==> src/rtl/mips_pkg.sv <==
// Shared definitions for the pipelined MIPS datapath: immediate extension
// modes and the skid-buffer occupancy encoding.
package mips_pkg;

  localparam logic [1:0] MODE_SIGN   = 2'b00;
  localparam logic [1:0] MODE_ZERO   = 2'b01;
  localparam logic [1:0] MODE_UPPER  = 2'b10;
  localparam logic [1:0] MODE_BRANCH = 2'b11;

  typedef enum logic [1:0] {
    EMPTY = 2'b00,
    ONE   = 2'b01,
    FULL  = 2'b10
  } skid_state_t;

endpackage

==> src/rtl/imm_extend_comb.sv <==
// Pure combinational immediate extender (sign / zero / LUI / branch offset),
// shared by the pipelined stage and the single-cycle core.
module imm_extend_comb
  import mips_pkg::*;
#(
  parameter int IN_W  = 16,
  parameter int OUT_W = 32
) (
  input  logic [IN_W-1:0]  imm_i,
  input  logic [1:0]       mode_i,
  output logic [OUT_W-1:0] ext_o
);

  localparam int PAD_W = OUT_W - IN_W;

  logic [OUT_W-1:0] sext;

  always_comb begin
    sext  = {{PAD_W{imm_i[IN_W-1]}}, imm_i};
    ext_o = sext;
    case (mode_i)
      MODE_SIGN:   ext_o = sext;
      MODE_ZERO:   ext_o = {{PAD_W{1'b0}}, imm_i};
      MODE_UPPER:  ext_o = {imm_i, {PAD_W{1'b0}}};
      // Branch offset: word-aligned, the two top sign bits fall off.
      default:     ext_o = {sext[OUT_W-3:0], 2'b00};
    endcase
  end

endmodule

==> src/rtl/imm_extend_stage.sv <==
// Registered immediate-extension stage between decode and execute, with a
// two-entry skid buffer so the pipeline can stall without losing beats.
module imm_extend_stage
  import mips_pkg::*;
#(
  parameter int IN_W  = 16,
  parameter int OUT_W = 32,
  parameter int TAG_W = 5
) (
  input  logic             clk,
  input  logic             reset,
  input  logic             in_valid,
  output logic             in_ready,
  input  logic [IN_W-1:0]  in_imm,
  input  logic [1:0]       in_mode,
  input  logic [TAG_W-1:0] in_tag,
  output logic             out_valid,
  input  logic             out_ready,
  output logic [OUT_W-1:0] out_data,
  output logic [TAG_W-1:0] out_tag
);

  if ((IN_W < 1) || (TAG_W < 1) || (OUT_W <= IN_W + 1)) begin : g_bad_params
    $error("imm_extend_stage: need IN_W >= 1, TAG_W >= 1 and OUT_W > IN_W + 1");
  end

  skid_state_t      state_q, state_d;
  logic             rdy_q, rdy_d;
  logic [OUT_W-1:0] out_data_q, out_data_d;
  logic [TAG_W-1:0] out_tag_q, out_tag_d;
  logic [OUT_W-1:0] skid_data_q, skid_data_d;
  logic [TAG_W-1:0] skid_tag_q, skid_tag_d;
  logic [OUT_W-1:0] ext_val;
  logic             in_fire, out_fire;

  imm_extend_comb #(
    .IN_W  (IN_W),
    .OUT_W (OUT_W)
  ) u_ext (
    .imm_i  (in_imm),
    .mode_i (in_mode),
    .ext_o  (ext_val)
  );

  // Ready comes from a register so it never depends on out_ready.
  assign in_ready  = rdy_q & ~reset;
  assign out_valid = (state_q != EMPTY);
  assign out_data  = out_data_q;
  assign out_tag   = out_tag_q;
  assign in_fire   = in_valid & in_ready;
  assign out_fire  = out_valid & out_ready;

  always_comb begin
    state_d     = state_q;
    out_data_d  = out_data_q;
    out_tag_d   = out_tag_q;
    skid_data_d = skid_data_q;
    skid_tag_d  = skid_tag_q;
    case (state_q)
      EMPTY: begin
        if (in_fire) begin
          state_d    = ONE;
          out_data_d = ext_val;
          out_tag_d  = in_tag;
        end
      end
      ONE: begin
        if (in_fire && out_fire) begin
          out_data_d = ext_val;
          out_tag_d  = in_tag;
        end else if (in_fire) begin
          state_d     = FULL;
          skid_data_d = ext_val;
          skid_tag_d  = in_tag;
        end else if (out_fire) begin
          state_d = EMPTY;
        end
      end
      FULL: begin
        if (out_fire) begin
          state_d    = ONE;
          out_data_d = skid_data_q;
          out_tag_d  = skid_tag_q;
        end
      end
      default: state_d = EMPTY;
    endcase
    rdy_d = (state_d != FULL);
  end

  always_ff @(posedge clk) begin
    if (reset) begin
      state_q     <= EMPTY;
      rdy_q       <= 1'b0;
      out_data_q  <= '0;
      out_tag_q   <= '0;
      skid_data_q <= '0;
      skid_tag_q  <= '0;
    end else begin
      state_q     <= state_d;
      rdy_q       <= rdy_d;
      out_data_q  <= out_data_d;
      out_tag_q   <= out_tag_d;
      skid_data_q <= skid_data_d;
      skid_tag_q  <= skid_tag_d;
    end
  end

endmodule

==> config.mk <==
export PLATFORM = sky130hd
export DESIGN_NAME = imm_extend_stage
export DESIGN_NICKNAME = d
export VERILOG_FILES = /design/src/rtl/mips_pkg.sv /design/src/rtl/imm_extend_comb.sv /design/src/rtl/imm_extend_stage.sv
export SDC_FILE = /design/constraint.sdc
export NUM_CORES = 1
export LEC_CHECK = 0
export BUFFER_PORTS_ARGS = -buffer_cell sky130_fd_sc_hd__buf_2
export CAP_MARGIN = 20
export CORE_MARGIN = 8
export CORE_UTILIZATION = 55
export CTS_BUF_LIST = sky130_fd_sc_hd__clkbuf_4 sky130_fd_sc_hd__clkbuf_8 sky130_fd_sc_hd__clkbuf_16
export DETAILED_ROUTE_END_ITERATION = 10
export PLACE_DENSITY = 0.79
export SKIP_LAST_GASP = 1
export SLEW_MARGIN = 15
export SYNTH_ARGS = -nofsm -noshare
export SYNTH_HDL_FRONTEND = slang
export SYNTH_SLANG_ARGS = --single-unit
==> constraint.sdc <==
create_clock -name clk -period 1.7 [get_ports clk]
set_clock_uncertainty 0.1 [all_clocks]
set_input_delay 0.255 -clock clk [delete_from_list [all_inputs] [get_ports clk]]
set_output_delay 0.255 -clock clk [all_outputs]
set_load 0.03 [all_outputs]
[Word-level counts from Yosys, hierarchy flattened]
Index checks and enable logic that the tools add are counted.
Cells by class
  reductions and logical operators: 7
  eq/ne operators: 8
  bitwise logic cells: 5
  muxes and demuxes: 15
Operators with widths (number)
  one-hot mux 32 bit (3 select lines): 2
  two-way mux 32 bit: 3
  two-way mux 5 bit: 3
  one-hot mux 5 bit (3 select lines): 1
  two-way mux 2 bit: 5
  != test 2 bit, second input constant: 4
  one-hot mux 2 bit (3 select lines): 1
  == test 2 x 1 -> 1 bit, second input constant: 2
  == test 2 bit, second input constant: 2
  zero test 2 bit: 2
  AND reduction 4 bit: 1
  bitwise AND 1 bit: 3
  AND reduction 3 bit: 1
  nonzero test 3 bit: 1
  inverter 1 bit: 2
  nonzero test 2 bit: 1
  logical AND 1 bit: 1
Storage, ports and cells
  register bits after elaboration: 77
  bits of input ports: 27

[Logic depth before layout (Yosys ltp)]
  depth in word-level cells: 7
  depth in mapped cells: 7
  depth with buffers taken out: 4

[By module]
From an unflattened synthesis, not the netlist that was laid out.
Second synthesis, totals
  cell total of the unflattened synthesis: 404
  area total of the unflattened synthesis: 3758.6 um2
By module, submodules not included
  imm_extend_stage: instances 1, sequential area each 1541.5 um2, area each 3248.1 um2, cells each 345
  imm_extend_comb: instances 1, sequential area each 0.0 um2, area each 510.5 um2, cells each 59

[Worst setup path before layout]
No wires, ideal clock.
  path type: flip-flop to flip-flop
  start point: reg state_q[0]
  end point: reg out_data_q[16] (netlist: out_data[16])
  data arrival time: 1313 ps
  stages on the path, launching flop included: 8
  required time: 1483 ps
  setup slack: 170 ps
  cells stage by stage: dfxtp_1 > nand2b_1 > buf_4 > a2bb2oi_2 > nor2b_4 > buf_6 > buf_6 > a22o_1
On the way
  longest elaborated chain between the ends: 5
  elaborated cells between the ends (all ways): 12
  those cells by class: eq/ne: 5; mux: 1; bitwise: 1; reduce/logical: 5
Ends and longest elaborated chain
  from (decl): RTL line imm_extend_stage.sv:27  | skid_state_t state_q, state_d;
  from (signal assigned): RTL line imm_extend_stage.sv:100  | state_q <= state_d;
  nonzero test 2 bit: RTL line imm_extend_stage.sv:47  | assign out_valid = (state_q != EMPTY);
  bitwise AND 1 bit: RTL line imm_extend_stage.sv:51  | assign out_fire = out_valid & out_ready;
  logical AND 1 bit: RTL line imm_extend_stage.sv:68  | if (in_fire && out_fire) begin
  != test 2 bit (no line)
  AND reduction 4 bit (no line)
  to (signal assigned): RTL line imm_extend_stage.sv:102  | out_data_q <= out_data_d;
  to (decl): RTL line imm_extend_stage.sv:29  | logic [OUT_W-1:0] out_data_q, out_data_d;
Parallel ways exist; a longest one is shown, timed or not.
A chain may end at the register's enable or synchronous reset.

[Worst setup path in the final report]
  start point: reg state_q[0]
  end point: reg skid_data_q[3]
On the way
  longest elaborated chain between the ends: 5
  elaborated cells between the ends (all ways): 6
  those cells by class: eq/ne: 1; bitwise: 2; reduce/logical: 3
Ends and longest elaborated chain
  nonzero test 2 bit: RTL line imm_extend_stage.sv:47
  bitwise AND 1 bit: RTL line imm_extend_stage.sv:51
  logical AND 1 bit: RTL line imm_extend_stage.sv:68
  inverter 1 bit (no line)
  AND reduction 3 bit (no line) (*)
  to (signal assigned): RTL line imm_extend_stage.sv:104  | skid_data_q <= skid_data_d;
  to (decl): RTL line imm_extend_stage.sv:31  | logic [OUT_W-1:0] skid_data_q, skid_data_d;
Every way passes the cells marked *; elsewhere a longest branch is shown, timed or not.

==> run_results.csv <==
group,metric,value,unit
routing,detail_route.vias_per_cell,6.039,
clocking,clkLatencyLatePin,0.35,ns
finish,nets,482,
worst_setup_path,crit_type,"reg -> reg",
finish,drive_above_1_share,31.81,%
placed_design,place.gp.congestion,0.8277,
worst_hold_path,hp-start,"in_tag[3]",
placed_design,dp_cells,508,
logic_synthesis,syn_inst,381,
worst_setup_path,arrival,1.84,ns
sta,max_freq,596.5,MHz
logic_synthesis,synth_warnings,0,
routing,initialDrtViolationCount,353,
job,maxCapViolations,0,
clocking,cts_hold_buf,0,
grt,antenna_found_initial,0,
sta,whs,0.05010,ns
logic_synthesis,synth.distinct_cells,30,
floorplanning,core_area,0.006205,mm²
routing,vias,3237,
placed_design,io_buffers,65,
clocking,cts_buffers,9,
floorplanning,io_pins,66,
run_status,status,"complete, no violations",
routing,ant_nets,0,
sta,slew_viol_final,0,
routing,drcViolationCount,0,
logic_synthesis,synthArstFlopShare,0,%
finish,instances_no_fill,536,
finish,area_growth,26.15,%
logic_synthesis,synthFlopType,"dfxtp_1",
sta,relSlewSlack,44.91,%
routing,first_pass_iters,5,
sta,worstMarginPinSlew,0.8228,ns
worst_setup_path,crit_required,1.87,ns
worst_setup_path,r2r-start,"state_q[0]",
sta,fin_crit,1.676,ns
floorplanning,dieArea,0.009040,mm²
routing,routedWlPerCell,18.37,µm
logic_synthesis,syn-num-nets,408,
power,power_leakage,1.913,nW
logic_synthesis,netlist_area,0.003440,mm²
worst_setup_path,startpoint,"state_q[0]",
clocking,clk_path_buf_depth,2,
clocking,cts_root_buf,"clkbuf_8",
clocking,htreeDepth,3,
sta,setup_viol,0,
sta,fin_crit_sh,98.61,%
sta,setup_ws,0.02364,ns
sta,rsz0062_at_grt,"true",
placed_design,post-dp-hpwl,5553,µm
floorplanning,start_util,55.43,%
power,power_density,935.4,mW/mm²
sta,hold_violations,0,
grt,track_usage,19.88,%
routing,wl,9846,µm
worst_setup_path,crit_path_start_kind,"register",
worst_setup_path,ff2ff_path_depth,8,
placed_design,pre_cts_ws,-0.3130,ns
worst_hold_path,min_path_cells,3,
clocking,clock-sinks,77,
worst_setup_path,cp_max_fo,8,
power,worst_ir_drop_vdd,0.5214,mV
clocking,clk_pin_slew,0.08,ns
logic_synthesis,ys_ff_latch,77,
grt,grt_pass1_vias,2883,
worst_hold_path,min_path_type,"in -> reg",
grt,gr-total-overflow,0,
clocking,cts_tree,"built",
finish,antenna_cells,0,
grt,grt_pass1_wl,14120,µm
finish,finish.utilization,69.93,%
floorplanning,die_h,95.08,µm
logic_synthesis,ys_seq_area_share,44.82,%
power,totalPowerFinal,4.059,mW
worst_setup_path,cp-end-kind,"register",
logic_synthesis,synth-edff-count,0,
grt,grt_max_degree,48,
logic_synthesis,syn_avg_cell_area,9.028,µm²
floorplanning,rows,29,
floorplanning,chipWidth,95.08,µm
## kinds of logic after synthesis
family | Yosys count | synth area share (%)
compound gates | 138 | 28.01
simple gates | 103 | 13.39
flops | 77 | 44.82
buf+inv | 39 | 6.257
mux | 24 | 7.530
## registers in the layout, summed over array words and instances (netlist names)
name / cells
out_data: 32
skid_data_q: 32
out_tag: 5
skid_tag_q: 5
state_q: 2
rdy_q: 1
## synthesized netlist by cell type, drive strengths merged, types with 6 or more instances
library cell  instances  area share, %
a211oi               37            8.1
a21oi                55            8.0
a22o                 29            7.4
a22oi                13            2.8
buf                  26            4.8
clkbuf               11            1.2
dfxtp                77             45
mux2                 15            4.9
mux2i                 9            2.6
nand2                18            2.0
nor2                 69            7.5
nor2b                 6            1.3
## area by class of cell
cell class | count | area, µm²
clock buffer | 11 | 145.1
clock inverter | 4 | 72.57
fill | 461 | 1866
inverter | 2 | 7.507
multi-input combinational | 267 | 1755
sequential | 77 | 1544
tap | 77 | 96.34
timing repair buffer | 98 | 718.2
## stage by stage
stage                     setup TNS [ns]  instance area (µm²)
final                                  0                 4339
after global routing             -0.2281                 4339
after CTS                       -0.02089                 4202
after detailed placement          -10.06                 3855
after global placement            -7.586                 3855
after floorplan                        0                 3440
## power by group
group          internal (mW)  switching, mW  leakage (nW)
logic                  0.254          0.387          1.18
registers               1.86         0.0306         0.625
clock network          0.873          0.653         0.109
## layer usage
layer  global-route usage [%]  share of wire (%)  wire length (µm)  vias up
met5                        0                  0                 0        -
met4                    10.27                2.8               271        0
met3                    4.803                8.3               819       31
met2                    31.53                 48              4703      155
met1                    24.55                 41              4051     1519
li1                         -                  -                 -     1532
## final timing paths
check | endpoint | slack [ns]
setup / recovery | skid_data_q[3] | 0.02
hold / removal | skid_tag_q[3] | 0.05
setup reg to reg | skid_data_q[3] | 0.02
hold reg to reg | skid_tag_q[0] | 0.36
## cell usage in the layout, fill, tap and decap left out, drive strengths merged
cell type,n
buf,96
dfxtp,77
nor2,70
a21oi,55
a211oi,37
a22o,29
nand2,18
mux2,15
a22oi,13
clkbuf,13
mux2i,9
nor2b,7
bufinv,2
nand2b,2
inv,2
or2,1
nand3b,1
o32ai,1
and3b,1
a2bb2oi,1
nor3b,1
nor3,1
and2,1
and3,1
or3,1
a21boi,1
o22a,1
clkinvlp,1
clkinv,1
## repair_timing
action,in CTS,in global routing
cloned,3,4
pin swaps,1,8
resized for setup,5,16
endpoints found under the setup margin,37,73
setup buffers,4,2
## critical path, stage by stage (launching register included)
cell and delay [ns]:
dfxtp_2 0.35, buf_6 0.10, nand2b_4 0.05, buf_6 0.12, nor3_4 0.31, buf_6 0.18
buf_16 0.12, nor2_1 0.06, a211oi_2 0.20
No activity file was read; power rests on OpenSTA's default activity.
